<file path="src/rtl/regfile_pkg.sv">
// Shared types and constants for the multi-port register file.
package regfile_pkg;

  typedef enum logic {
    RF_INIT,
    RF_READY
  } rf_state_e;

  localparam logic [31:0] RF_RESET_VAL_DEFAULT = 32'hDEAD_BEEF;

endpackage

</file>
<file path="src/rtl/regfile_read_port.sv">
// One combinational read port: bypass from accepted writes, zero/out-of-range
// masking and scoreboard lookup consistent with the bypass.
module regfile_read_port
  import regfile_pkg::*;
#(
  parameter int unsigned XLEN     = 32,
  parameter int unsigned NREGS    = 32,
  parameter int unsigned NWR      = 2,
  parameter bit          ZERO_REG = 1'b1,
  localparam int unsigned AW      = $clog2(NREGS)
) (
  input  logic                        ready_i,
  input  logic [AW-1:0]               rd_addr_i,
  input  logic [NWR-1:0]              wr_accept_i,
  input  logic [NWR-1:0][AW-1:0]      wr_addr_i,
  input  logic [NWR-1:0][XLEN-1:0]    wr_data_i,
  input  logic [NREGS-1:0][XLEN-1:0]  rf_i,
  input  logic [NREGS-1:0]            busy_i,
  output logic [XLEN-1:0]             rd_data_o,
  output logic                        rd_busy_o
);

  logic            in_range;
  logic            masked;
  logic            byp_hit;
  logic [XLEN-1:0] byp_data;
  logic [AW-1:0]   safe_addr;

  // Select bypass data (highest accepted port wins) or storage, then mask.
  always_comb begin
    in_range  = (32'(rd_addr_i) < NREGS);
    masked    = !ready_i || !in_range || (ZERO_REG && (rd_addr_i == '0));
    safe_addr = in_range ? rd_addr_i : '0;
    byp_hit   = 1'b0;
    byp_data  = '0;
    for (int k = 0; k < NWR; k++) begin
      if (wr_accept_i[k] && (wr_addr_i[k] == rd_addr_i)) begin
        byp_hit  = 1'b1;
        byp_data = wr_data_i[k];
      end
    end
    if (masked) begin
      rd_data_o = '0;
      rd_busy_o = 1'b0;
    end else begin
      rd_data_o = byp_hit ? byp_data : rf_i[safe_addr];
      rd_busy_o = busy_i[safe_addr] & ~byp_hit;
    end
  end

endmodule

</file>
<file path="src/rtl/register_file_mp.sv">
// Multi-port register file with same-cycle bypass, pending-write scoreboard
// and a one-register-per-cycle initialisation sequencer after reset.
module register_file_mp
  import regfile_pkg::*;
#(
  parameter int unsigned XLEN      = 32,
  parameter int unsigned NREGS     = 32,
  parameter int unsigned NRD       = 2,
  parameter int unsigned NWR       = 2,
  parameter bit          ZERO_REG  = 1'b1,
  parameter logic [31:0] RESET_VAL = RF_RESET_VAL_DEFAULT,
  localparam int unsigned AW       = $clog2(NREGS)
) (
  input  logic                     clk_i,
  input  logic                     rst_ni,
  input  logic [NRD-1:0][AW-1:0]   rd_addr_i,
  output logic [NRD-1:0][XLEN-1:0] rd_data_o,
  output logic [NRD-1:0]           rd_busy_o,
  input  logic [NWR-1:0]           wr_en_i,
  input  logic [NWR-1:0][AW-1:0]   wr_addr_i,
  input  logic [NWR-1:0][XLEN-1:0] wr_data_i,
  input  logic                     rsv_en_i,
  input  logic [AW-1:0]            rsv_addr_i,
  output logic                     init_done_o
);

  rf_state_e                  state_q, state_d;
  logic [AW-1:0]              cnt_q, cnt_d;
  logic [NREGS-1:0]           busy_q, busy_d;
  logic [NREGS-1:0][XLEN-1:0] rf_q, rf_d;
  logic [NWR-1:0]             wr_accept;
  logic                       rsv_accept;
  logic                       ready;

  assign ready       = (state_q == RF_READY);
  assign init_done_o = ready;

  // Qualify write and reserve requests: only in READY, in range, not x0.
  always_comb begin
    wr_accept = '0;
    for (int k = 0; k < NWR; k++) begin
      wr_accept[k] = ready && wr_en_i[k] && (32'(wr_addr_i[k]) < NREGS) &&
                     !(ZERO_REG && (wr_addr_i[k] == '0));
    end
    rsv_accept = ready && rsv_en_i && (32'(rsv_addr_i) < NREGS) &&
                 !(ZERO_REG && (rsv_addr_i == '0));
  end

  // Init sequencer: walk the counter through every register, then go ready.
  always_comb begin
    state_d = state_q;
    cnt_d   = cnt_q;
    unique case (state_q)
      RF_INIT: begin
        cnt_d = cnt_q + 1'b1;
        if (cnt_q == AW'(NREGS - 1)) begin
          state_d = RF_READY;
        end
      end
      RF_READY: begin
        cnt_d = cnt_q;
      end
    endcase
  end

  // Storage next state; ascending loop lets the highest-numbered port win.
  always_comb begin
    rf_d = rf_q;
    if (state_q == RF_INIT) begin
      rf_d[cnt_q] = XLEN'(RESET_VAL);
    end else begin
      for (int k = 0; k < NWR; k++) begin
        if (wr_accept[k]) begin
          rf_d[wr_addr_i[k]] = wr_data_i[k];
        end
      end
    end
  end

  // Scoreboard: writes retire pending state, a reserve (applied last) wins.
  always_comb begin
    busy_d = busy_q;
    for (int k = 0; k < NWR; k++) begin
      if (wr_accept[k]) begin
        busy_d[wr_addr_i[k]] = 1'b0;
      end
    end
    if (rsv_accept) begin
      busy_d[rsv_addr_i] = 1'b1;
    end
  end

  // Control state with synchronous active-low reset.
  always_ff @(posedge clk_i) begin
    if (!rst_ni) begin
      state_q <= RF_INIT;
      cnt_q   <= '0;
      busy_q  <= '0;
    end else begin
      state_q <= state_d;
      cnt_q   <= cnt_d;
      busy_q  <= busy_d;
    end
  end

  // Register storage is not reset; the init sequencer fills it.
  always_ff @(posedge clk_i) begin
    if (rst_ni) begin
      rf_q <= rf_d;
    end
  end

  for (genvar r = 0; r < NRD; r++) begin : g_rd
    regfile_read_port #(
      .XLEN     (XLEN),
      .NREGS    (NREGS),
      .NWR      (NWR),
      .ZERO_REG (ZERO_REG)
    ) u_rd (
      .ready_i     (ready),
      .rd_addr_i   (rd_addr_i[r]),
      .wr_accept_i (wr_accept),
      .wr_addr_i   (wr_addr_i),
      .wr_data_i   (wr_data_i),
      .rf_i        (rf_q),
      .busy_i      (busy_q),
      .rd_data_o   (rd_data_o[r]),
      .rd_busy_o   (rd_busy_o[r])
    );
  end

endmodule

</file>
<file path="config.mk">
export PLATFORM = sky130hd
export DESIGN_NAME = register_file_mp
export DESIGN_NICKNAME = d
export VERILOG_FILES = /design/src/rtl/regfile_pkg.sv /design/src/rtl/regfile_read_port.sv /design/src/rtl/register_file_mp.sv
export SDC_FILE = /design/constraint.sdc
export NUM_CORES = 2
export LEC_CHECK = 0
export BUFFER_PORTS_ARGS = -buffer_cell sky130_fd_sc_hd__buf_2
export CORE_MARGIN = 2
export CORE_UTILIZATION = 55
export CTS_CLUSTER_DIAMETER = 200
export DETAILED_ROUTE_END_ITERATION = 10
export PLACE_DENSITY = 0.67
export SETUP_SLACK_MARGIN = 0.15
export SYNTH_ARGS = -nofsm -noshare
export SYNTH_HDL_FRONTEND = slang
export SYNTH_SLANG_ARGS = --single-unit
</file>
<file path="constraint.sdc">
create_clock -name clk_i -period 3.05 [get_ports clk_i]
set_clock_uncertainty 0.05 [all_clocks]
set_input_delay 0.4575 -clock clk_i [delete_from_list [all_inputs] [get_ports clk_i]]
set_output_delay 0.4575 -clock clk_i [all_outputs]
set_load 0.01 [all_outputs]
</file>
==> metrics.md <==
| Metric | Value |
|---|---|
| IO Count | 161 |
| TritonCTS clock tree | done |
| Maximum VDD drop | 393 uV |
| Max Cap Viol | 0 |
| Remaining DRCs | 0 |
| Final Hold Fails | 0 |
| Drt first pass iters | 9 |
| Post-synth EDFFs | 1,024 |
| Final Cell Area | 93,300 sq um |
| Die extent in y | 378 microns |
| Die width | 378 microns |
| Simple-gate portion of the synthesized area | 0.150 |
| FP Rows | 137 |
| Initial DRC Count | 14,709 |
| Worst Path Required | 2.54 ns |
| Core area | 139,000 sq um |
| Post-synthesis cell type count | 75 |
| Congestion Overflow GR | 0 |
| Area Overhead vs Synth | 21.6% |
| Setup slack after layout | -0.502 ns |
| Worst min path class | in2reg |
| Mux cell area share after synthesis | 0.186 |
| #FFs+latches synth | 1,062 |
| Worst-Margin Slew | 1.48 ns |
| Worst EP arrival | 3.04 ns |
| Pwr dens | 430 nW/um^2 |
| Final weighted congestion in routability-driven placement | 1.03 |
| YS warnings | 0 |
| Clk Latency, worst-skew pair | 0.77 ns |
| Fin Setup TNS | -17.47 ns |
| Worst-path fanout max | 22 |
| Initial antenna violation count | 13 |
| Fin. max-slew vios | 0 |
| Synth async-reset ratio | 0 |
| Layout cells sized above 1 | 0.287 |
| Synth Area in Compound Gates | 0.198 |
| CTS Buf Count | 131 |
| Worst slack at placement | -0.923 ns |
| Routed Antenna Nets | 0 |
| Clock tree sinks | 1,062 |
| WL/cell | 38.5 microns |
| Drt via density | 7.86 |
| Min cycle time layout | 3.55 ns |
| Xor and xnor area share after synthesis | 0.00263 |
| Leakage | 34.2 nW |
| Largest net degree at the start of global routing | 116 |
| Sequential share of the synthesized area | 0.411 |
| Global-route usage over all layers | 0.525 |
| Avg Inst Size Synth | 10.2 sq um |
| Endpoints failing setup | 66 |
| Status | finished, violations left |
| Clk root buf | clkbuf_16 |
| Non-filler cells, final | 9,962 |
| First-pass GRT wire length | 533,000 microns |
| Cell count after placement | 9,456 |
| Initial core utilization | 0.552 |
| RSZ-0062 raised after global routing | yes |
| Count of input and output buffers | 160 |
| Synth Area in Adders | 0.000815 |
| Slew HR | 0.0153 |
| CP startpoint kind | register |
| Final Cycle Share | 1.16 |
| Crit path kind | reg2out |
| Max clock buf depth | 3 |
| FILL cells | 10,549 |
| Setup crit end kind | primary output |
| Synthesized instance count | 7,544 |
| CTS H-tree lvls | 4 |
| Layout Nets | 8,079 |
| Main combinational cell family by area after synthesis | compound AO/OA/AOI/OAI gates |
| Worst-path clk slew | 0.06 ns |
| Number of global-route vias before repair | 73,758 |
| Max frequency | 0.282 GHz |
| Total wire length | 384,000 microns |
| Syn nets | 7,643 |
| Vias | 78,290 |
| Placed Area | 84,500 sq um |
| Synth Flop Type | edfxtp_1 |
| Failing checks | negative setup slack |
| DP HPWL | 258,000 microns |
| Die footprint | 143,000 sq um |
| Cell Area, Synth | 76,700 sq um |
[worst max-delay path: stages (launching register included)]
cell     delay (ns)
dfxtp_4        0.39
buf_4          0.17
buf_16         0.19
o41ai_4        0.14
inv_1          0.12
buf_12         0.24
o41ai_4        0.14
nor4_4         0.48
buf_4          0.24
buf_2          0.13
[sequential cells by signal, summed over array words and instances (netlist names)]
register,flops
cnt_q,5
rf_q,1024
busy_q,32
init_done_o,1
[worst paths after layout]
| kind | start | end | slack [ns] | cells past startpoint |
|---|---|---|---|---|
| max | init_done_o$_SDFF_PN0_ | rd_data_o[63] | -0.50 | 9 |
| min | rst_ni | rf_q[892]$_DFFE_PP_ | 0.08 | 1 |
| max reg2reg | init_done_o$_SDFF_PN0_ | rf_q[999]$_DFFE_PP_ | 0.12 | 10 |
| min reg2reg | busy_q[0]$_SDFF_PN0_ | busy_q[0]$_SDFF_PN0_ | 0.44 | 1 |
[repair_timing]
item                       CTS  global route
setup endpoints to repair   66           159
pin swaps                   88            49
resized for setup          345            82
gates cloned                14             4
setup buffers              203            47
hold buffers                 0             0
[synthesized netlist by cell type, types with 16 or more instances]
cell,instances,area share
nor2_1,1148,0.056
nand2_1,1102,0.054
edfxtp_1,1024,0.40
clkbuf_1,628,0.031
mux4_2,531,0.16
a31oi_1,478,0.039
o22a_1,439,0.050
mux2i_1,227,0.030
o22ai_1,215,0.018
a221oi_1,204,0.023
buf_2,194,0.013
a22o_1,160,0.018
a21oi_1,155,0.010
nand3_1,81,0.0053
buf_1,66,0.0032
a32oi_1,61,0.0070
nand2b_1,57,0.0046
nor4_1,57,0.0046
nor2b_1,56,0.0046
and3_1,50,0.0041
o21ai_0,49,0.0032
a221o_1,48,0.0063
inv_1,47,0.0023
dfxtp_1,38,0.0099
o221ai_1,38,0.0043
nor3_1,36,0.0023
o211ai_1,31,0.0030
or2_2,30,0.0024
nor4b_1,25,0.0029
buf_4,22,0.0022
o41ai_1,21,0.0024
a31o_2,16,0.0018
[layout make-up]
class,instances,area [sq um],share of cell area
timing repair buffer,1222,11700,0.126
tap,1876,2350,0.0252
inverter,48,188,0.00201
antenna,8,20.0,0.000215
clock buffer,164,3530,0.0378
clock inverter,67,454,0.00487
multi-input combinational,5515,43500,0.466
sequential,1062,31500,0.338
[power breakdown]
group | leakage (nW) | switching, W | internal (W) | total (W)
registers | 10.2 | 0.000791 | 0.0170 | 0.0178
clock network | 1.94 | 0.00677 | 0.00859 | 0.0154
logic | 22.1 | 0.00387 | 0.00314 | 0.00700
[metrics by stage]
| stage | total power, W | utilization | hold WS (ns) |
|---|---|---|---|
| floorplan | 0.0214 | - | 0.393 |
| finish | 0.0401 | 0.671 | 0.0784 |
| global route | 0.0407 | 0.671 | 0.0787 |
| global placement | 0.0240 | 0.608 | 0.424 |
| detailed placement | 0.0242 | 0.608 | 0.416 |
| CTS | 0.0395 | 0.665 | 0.0643 |
[layout by cell type (no fill, tap or decap), types with 26 or more instances in the layout]
master,n
nor2b_1,53
a221o_1,48
or2_2,28
buf_4,836
mux2i_1,225
clkbuf_16,138
mux4_2,531
a22o_1,160
buf_2,113
o22ai_1,172
clkinv_1,35
buf_12,169
nand2_1,1100
a221oi_1,200
edfxtp_1,1024
nor4_2,32
o22a_1,439
inv_1,46
nand2b_1,54
o211ai_1,31
a31oi_1,475
buf_6,75
nor2_1,1117
o21ai_0,48
o22ai_2,29
a21oi_1,152
a32oi_1,44
o221ai_1,38
clkbuf_1,26
nand3_1,62
dfxtp_1,33
and3_1,37
[per-layer routing]
metal	vias to the layer above	wire length (microns)	track usage
li1	30307	-	-
met1	37656	122000	0.631
met2	8097	158000	0.746
met3	2206	61600	0.192
met4	24	41400	0.451
met5	-	157	0
[cell families after synthesis]
group | Yosys count
AND/OR/NAND/NOR | 2725
XOR/XNOR | 23
AO/OA/AOI/OAI | 1999
adder cells (fa/ha/maj) | 5
multiplexers | 759
flip-flops | 1062
buffers and inverters | 971
Power figures use the tool's default switching activity.
